File: src/rtl/seq_detect_param.sv
// Serial pattern detector with parameterised pattern, Mealy/Moore output and
// overlap policy; next-state and match tables are resolved at elaboration.
module seq_detect_param #(
    parameter int unsigned    N       = 3,
    parameter logic [N-1:0]   PATTERN = 3'b101,
    parameter int unsigned    MODE    = 0,
    parameter int unsigned    OVERLAP = 1,
    parameter int unsigned    CNT_W   = 8
) (
    input  logic             clk,
    input  logic             reset,
    input  logic             X,
    input  logic             en,
    input  logic             cnt_clr,
    output logic             Q,
    output logic [CNT_W-1:0] match_count
);

    localparam int unsigned SW = $clog2(N + 1);
    localparam int unsigned IW = SW + 1;
    localparam int unsigned NE = 2 ** IW;
    localparam logic [7:0]  PP = 8'(PATTERN) << (8 - N);
    localparam logic [CNT_W-1:0] CNT_MAX = '1;

    // i-th bit of the pattern in arrival order (0 = first received)
    function automatic logic pbit(int unsigned i);
        logic [7:0] t;
        t = PP << i;
        return t[7];
    endfunction

    function automatic logic sbit(int unsigned i, int unsigned s, logic x);
        return (i < s) ? pbit(i) : x;
    endfunction

    // Longest suffix of (prefix_s, x) that is a proper prefix of the pattern
    function automatic int unsigned longest(int unsigned s, logic x);
        int unsigned len;
        int unsigned best;
        logic        ok;
        len  = s + 1;
        best = 0;
        for (int unsigned k = 1; k <= N - 1; k++) begin
            if (k <= len) begin
                ok = 1'b1;
                for (int unsigned j = 0; j < k; j++) begin
                    if (sbit(len - k + j, s, x) != pbit(j)) ok = 1'b0;
                end
                if (ok) best = k;
            end
        end
        return best;
    endfunction

    localparam int unsigned FAIL_LEN = longest(N - 1, pbit(N - 1));

    // Moore full-match state N behaves as the post-match restart point
    function automatic int unsigned eff(int unsigned s);
        if (s >= N) return (OVERLAP != 0) ? FAIL_LEN : 0;
        return s;
    endfunction

    function automatic logic hit(int unsigned s, logic x);
        return (eff(s) == N - 1) && (x == pbit(N - 1));
    endfunction

    function automatic int unsigned nxt(int unsigned s, logic x);
        if (s > N) return 0;
        if (hit(s, x)) return (MODE != 0) ? N : eff(N);
        return longest(eff(s), x);
    endfunction

    logic [SW-1:0] r_s;
    logic [CNT_W-1:0] r_cnt;
    logic [SW-1:0] w_nxt [NE];
    logic          w_hit [NE];
    logic [IW-1:0] w_idx;
    logic          w_match;

    for (genvar g = 0; g < NE; g++) begin : g_tbl
        localparam int unsigned   GS  = g / 2;
        localparam logic          GX  = 1'(g % 2);
        localparam logic [SW-1:0] NXT = SW'(nxt(GS, GX));
        localparam logic          HIT = (GS <= N) && hit(GS, GX);
        assign w_nxt[g] = NXT;
        assign w_hit[g] = HIT;
    end

    assign w_idx   = {r_s, X};
    assign w_match = en && w_hit[w_idx];

    always_ff @(posedge clk) begin
        if (!reset) begin
            r_s <= '0;
        end else if (en) begin
            r_s <= w_nxt[w_idx];
        end
    end

    // Saturating match counter; clear has priority over a coincident match
    always_ff @(posedge clk) begin
        if (!reset) begin
            r_cnt <= '0;
        end else if (cnt_clr) begin
            r_cnt <= '0;
        end else if (w_match && (r_cnt != CNT_MAX)) begin
            r_cnt <= r_cnt + CNT_W'(1);
        end
    end

    assign match_count = r_cnt;

    if (MODE != 0) begin : g_moore
        assign Q = (r_s == SW'(N));
    end else begin : g_mealy
        assign Q = en && (r_s == SW'(N - 1)) && (X == PATTERN[0]);
    end

endmodule

File: config.mk
export PLATFORM = sky130hd
export DESIGN_NAME = seq_detect_param
export DESIGN_NICKNAME = d
export VERILOG_FILES = /design/src/rtl/seq_detect_param.sv
export SDC_FILE = /design/constraint.sdc
export NUM_CORES = 1
export LEC_CHECK = 0
export ABC_AREA = 0
export CAP_MARGIN = 20
export CORE_MARGIN = 2
export CORE_UTILIZATION = 35
export CTS_CLUSTER_SIZE = 16
export DETAILED_ROUTE_END_ITERATION = 10
export GPL_ROUTABILITY_DRIVEN = 0
export PLACE_DENSITY_LB_ADDON = 0.1
export SETUP_SLACK_MARGIN = 0.1
export SKIP_CTS_REPAIR_TIMING = 1
export SLEW_MARGIN = 25
export SYNTH_ARGS = -nofsm -noshare
export SYNTH_HDL_FRONTEND = slang
export SYNTH_SLANG_ARGS = --single-unit
File: constraint.sdc
create_clock -name clk -period 4.1 [get_ports clk]
set_input_delay 1.025 -clock clk [delete_from_list [all_inputs] [get_ports clk]]
set_output_delay 1.025 -clock clk [all_outputs]
set_load 0.03 [all_outputs]
==> impl_metrics.ini <==
[run_status]
outcome = finished clean

[power]
seqPwrFrac_pct = 57.2
p_leak_nw = 0.243
p_switching_mw = 0.0347
cellPowerDensity_mw_per_mm2 = 262
power.share.switching_pct = 20.2
p_int_mw = 0.137
ir_worst_vdd_mv = 0.153
p_comb_share_pct = 5.4
power_mw = 0.172
clock_power_share_pct = 37.4

[critical_path]
critPathTopFamily = buffers and inverters
cp-end-kind = output pin
worstPathArrival_ns = 2.48
cp_slowest_cell = clkdlybuf4s50_1
crit_path_start_kind = input pin
required_ns = 3.07
reg2reg_depth = 5
rrSetupSlack_ns = 2.57
path_class = input pin to output pin
crit_fanout = 4
worstPathCellList = clkdlybuf4s50_1 > and4b_1 > clkdlybuf4s50_1
rr_endpoint = match_count[5]
cp_num_buf_inv = 2
cpPeakStageDelay_ns = 0.68
r2r-start = r_s[0]
path_common_cell = clkdlybuf4s50_1

[cells_and_area]
diodes = 0
final_common_cell = clkdlybuf4s50_1
most-common-layout-cells = 13 x clkdlybuf4s50_1, 10 x dfxtp_1, 5 x nor2_1, 3 x a21oi_1, 3 x clkbuf_4
drive_above_1_share_pct = 8.82
final_nets = 76
syn2layout_area_growth_pct = 31.3
instances_no_fill = 83

[timing]
worst_pin_slew_ns = 0.367
max_slew_margin_pct = 75.3
slew_viol_final = 0
max_freq_mhz = 286
fin_crit_ns = 3.50
finalSetupViolCount = 0
fin_skew_ns = 0.00615
setup_tns_ns = 0
final-hold-violation-count = 0
fin_crit_sh_pct = 85.4
rsz0062_at_grt = false

[floorplan]
io_pins = 14
fp.dieW_um = 41.8
die_h_um = 41.8
die_area_mm2 = 0.00174
start_util_pct = 37.9
rows = 13
core_mm2 = 0.00132

[clocking]
cts_buffer_depth = 2
clock-sinks = 10
root_buffer = clkbuf_4
ctsHtreeMaxLevel = 1
cts_tree = yes
clkLatencyLatePin_ns = 0.26
clk_pin_slew_ns = 0.06
numCtsBuffers = 3

[synthesis]
synth_nets = 59
synth-edff-count = 0
ys_async_sr_fraction_pct = 0
ys_ff_latch = 10
seq_area_frac_synth_pct = 40.1
yosys_warnings = 0
synth_cell_types = 30
netlist_area_um2 = 499
ys_dominant_reg_cell = dfxtp_1
syn_area_per_cell_um2 = 9.42
synthCells = 53

[placed_design]
dp_hpwl_um = 743
port_buffers = 13
placed_cells = 80

[min_path]
min_to = match_count[5]
hold_path_depth = 2
holdCritPathClass = register to register
worstHoldStart = match_count[5]

[route]
wl_per_cell_um = 11.8
drc = 0
vias = 443
drtAntennaViolNets = 0
first_iter_violations = 9
dr.pass1.iters = 4
vias_per_cell = 5.34
finalWirelength_um = 978

[global_routing]
antenna_found_initial = 0
grt_pass1_wl_mm = 1.55
grt_max_degree = 9
grt_pass1_vias = 366
grt_remaining_overflow = 0
track_usage_pct = 11.1

[job]
cap_violations = 0
[power by group through the flow]
| stage | clock network [mW] | registers, mW | logic, mW |
|---|---|---|---|
| 6_report | 0.0643 | 0.0984 | 0.00921 |
| 5_1_grt | 0.0701 | 0.0985 | 0.00986 |
| 4_1_cts | 0.0660 | 0.0984 | 0.00926 |
| 3_5_place_dp | 0 | 0.101 | 0.00925 |
| 3_3_place_gp | 0 | 0.101 | 0.00916 |
| 2_1_floorplan | 0 | 0.101 | 0.00488 |
[cell families (layout without fill, tap and decap cells)]
logic type / count (synthesis) / after routing / synth area share, %
muxes: 2 / 2 / 4.01
adders and majority gates: 1 / 1 / 2.51
AOI/OAI and AO/OA: 12 / 12 / 16.0
and+or+nand+nor: 22 / 22 / 27.8
buffers and inverters: 4 / 19 / 6.02
xor gates and xnor gates: 2 / 2 / 3.51
DFF: 10 / 10 / 40.1
[metrics by stage]
step | setup slack (ns) | hold slack (ns) | utilization (%) | instance area [um^2]
final | 0.598 | 0.520 | 49.8 | 656
after global routing | 0.549 | 0.527 | 49.8 | 656
after CTS | 0.590 | 0.515 | 49.8 | 656
after detailed placement | 0.590 | 0.506 | 48.1 | 633
after global placement | 0.601 | 0.498 | 48.1 | 633
after floorplan | 1.70 | 0.499 | - | 499
[worst reg2reg max path, cell delays in order (launching register included)]
cell and delay (ns):
dfxtp_1 0.32, and4b_1 0.27, buf_4 0.17, nand4_4 0.14
or4_1 0.42, a21oi_1 0.14
[worst max-delay path by stage]
stage | endpoint | slack (ns) | depth (start not counted) | startpoint
after floorplan | Q | 1.70 | 2 | en
after global placement | Q | 0.60 | 3 | en
after detailed placement | Q | 0.59 | 3 | en
after CTS | Q | 0.59 | 3 | en
after global routing | Q | 0.55 | 3 | en
final | Q | 0.60 | 3 | en
[flip-flops by register name, indices dropped and copies added (netlist names)]
register     count
r_s              2
match_count      8
[routing by layer]
| layer | share of wire [%] | global-route usage (%) |
|---|---|---|
| met4 | 0 | 3.87 |
| met3 | 5.4 | 3.04 |
| met1 | 51 | 15.5 |
| met2 | 43 | 16.3 |
| met5 | 0 | 0 |
[final cells by class]
type / count / area (um^2)
Fill cell: 127 / 662
Multi-Input combinational cell: 39 / 269
Sequential cell: 10 / 200
Timing Repair Buffer: 14 / 138
Clock buffer: 3 / 22.5
Tap cell: 15 / 18.8
Inverter: 2 / 7.51
[Yosys cell counts, types with 2 or more instances]
cell     number  area, um^2
o21ai_0       2        10.0
buf_6         2        22.5
and2_1        2        12.5
inv_1         2        7.51
nand2_1       2        7.51
nor2_1        5        18.8
nor2b_1       2        12.5
xor2_1        2        17.5
dfxtp_1      10         200
mux2i_1       2        20.0
a21oi_1       3        15.0
Power figures use the tool's default switching activity.
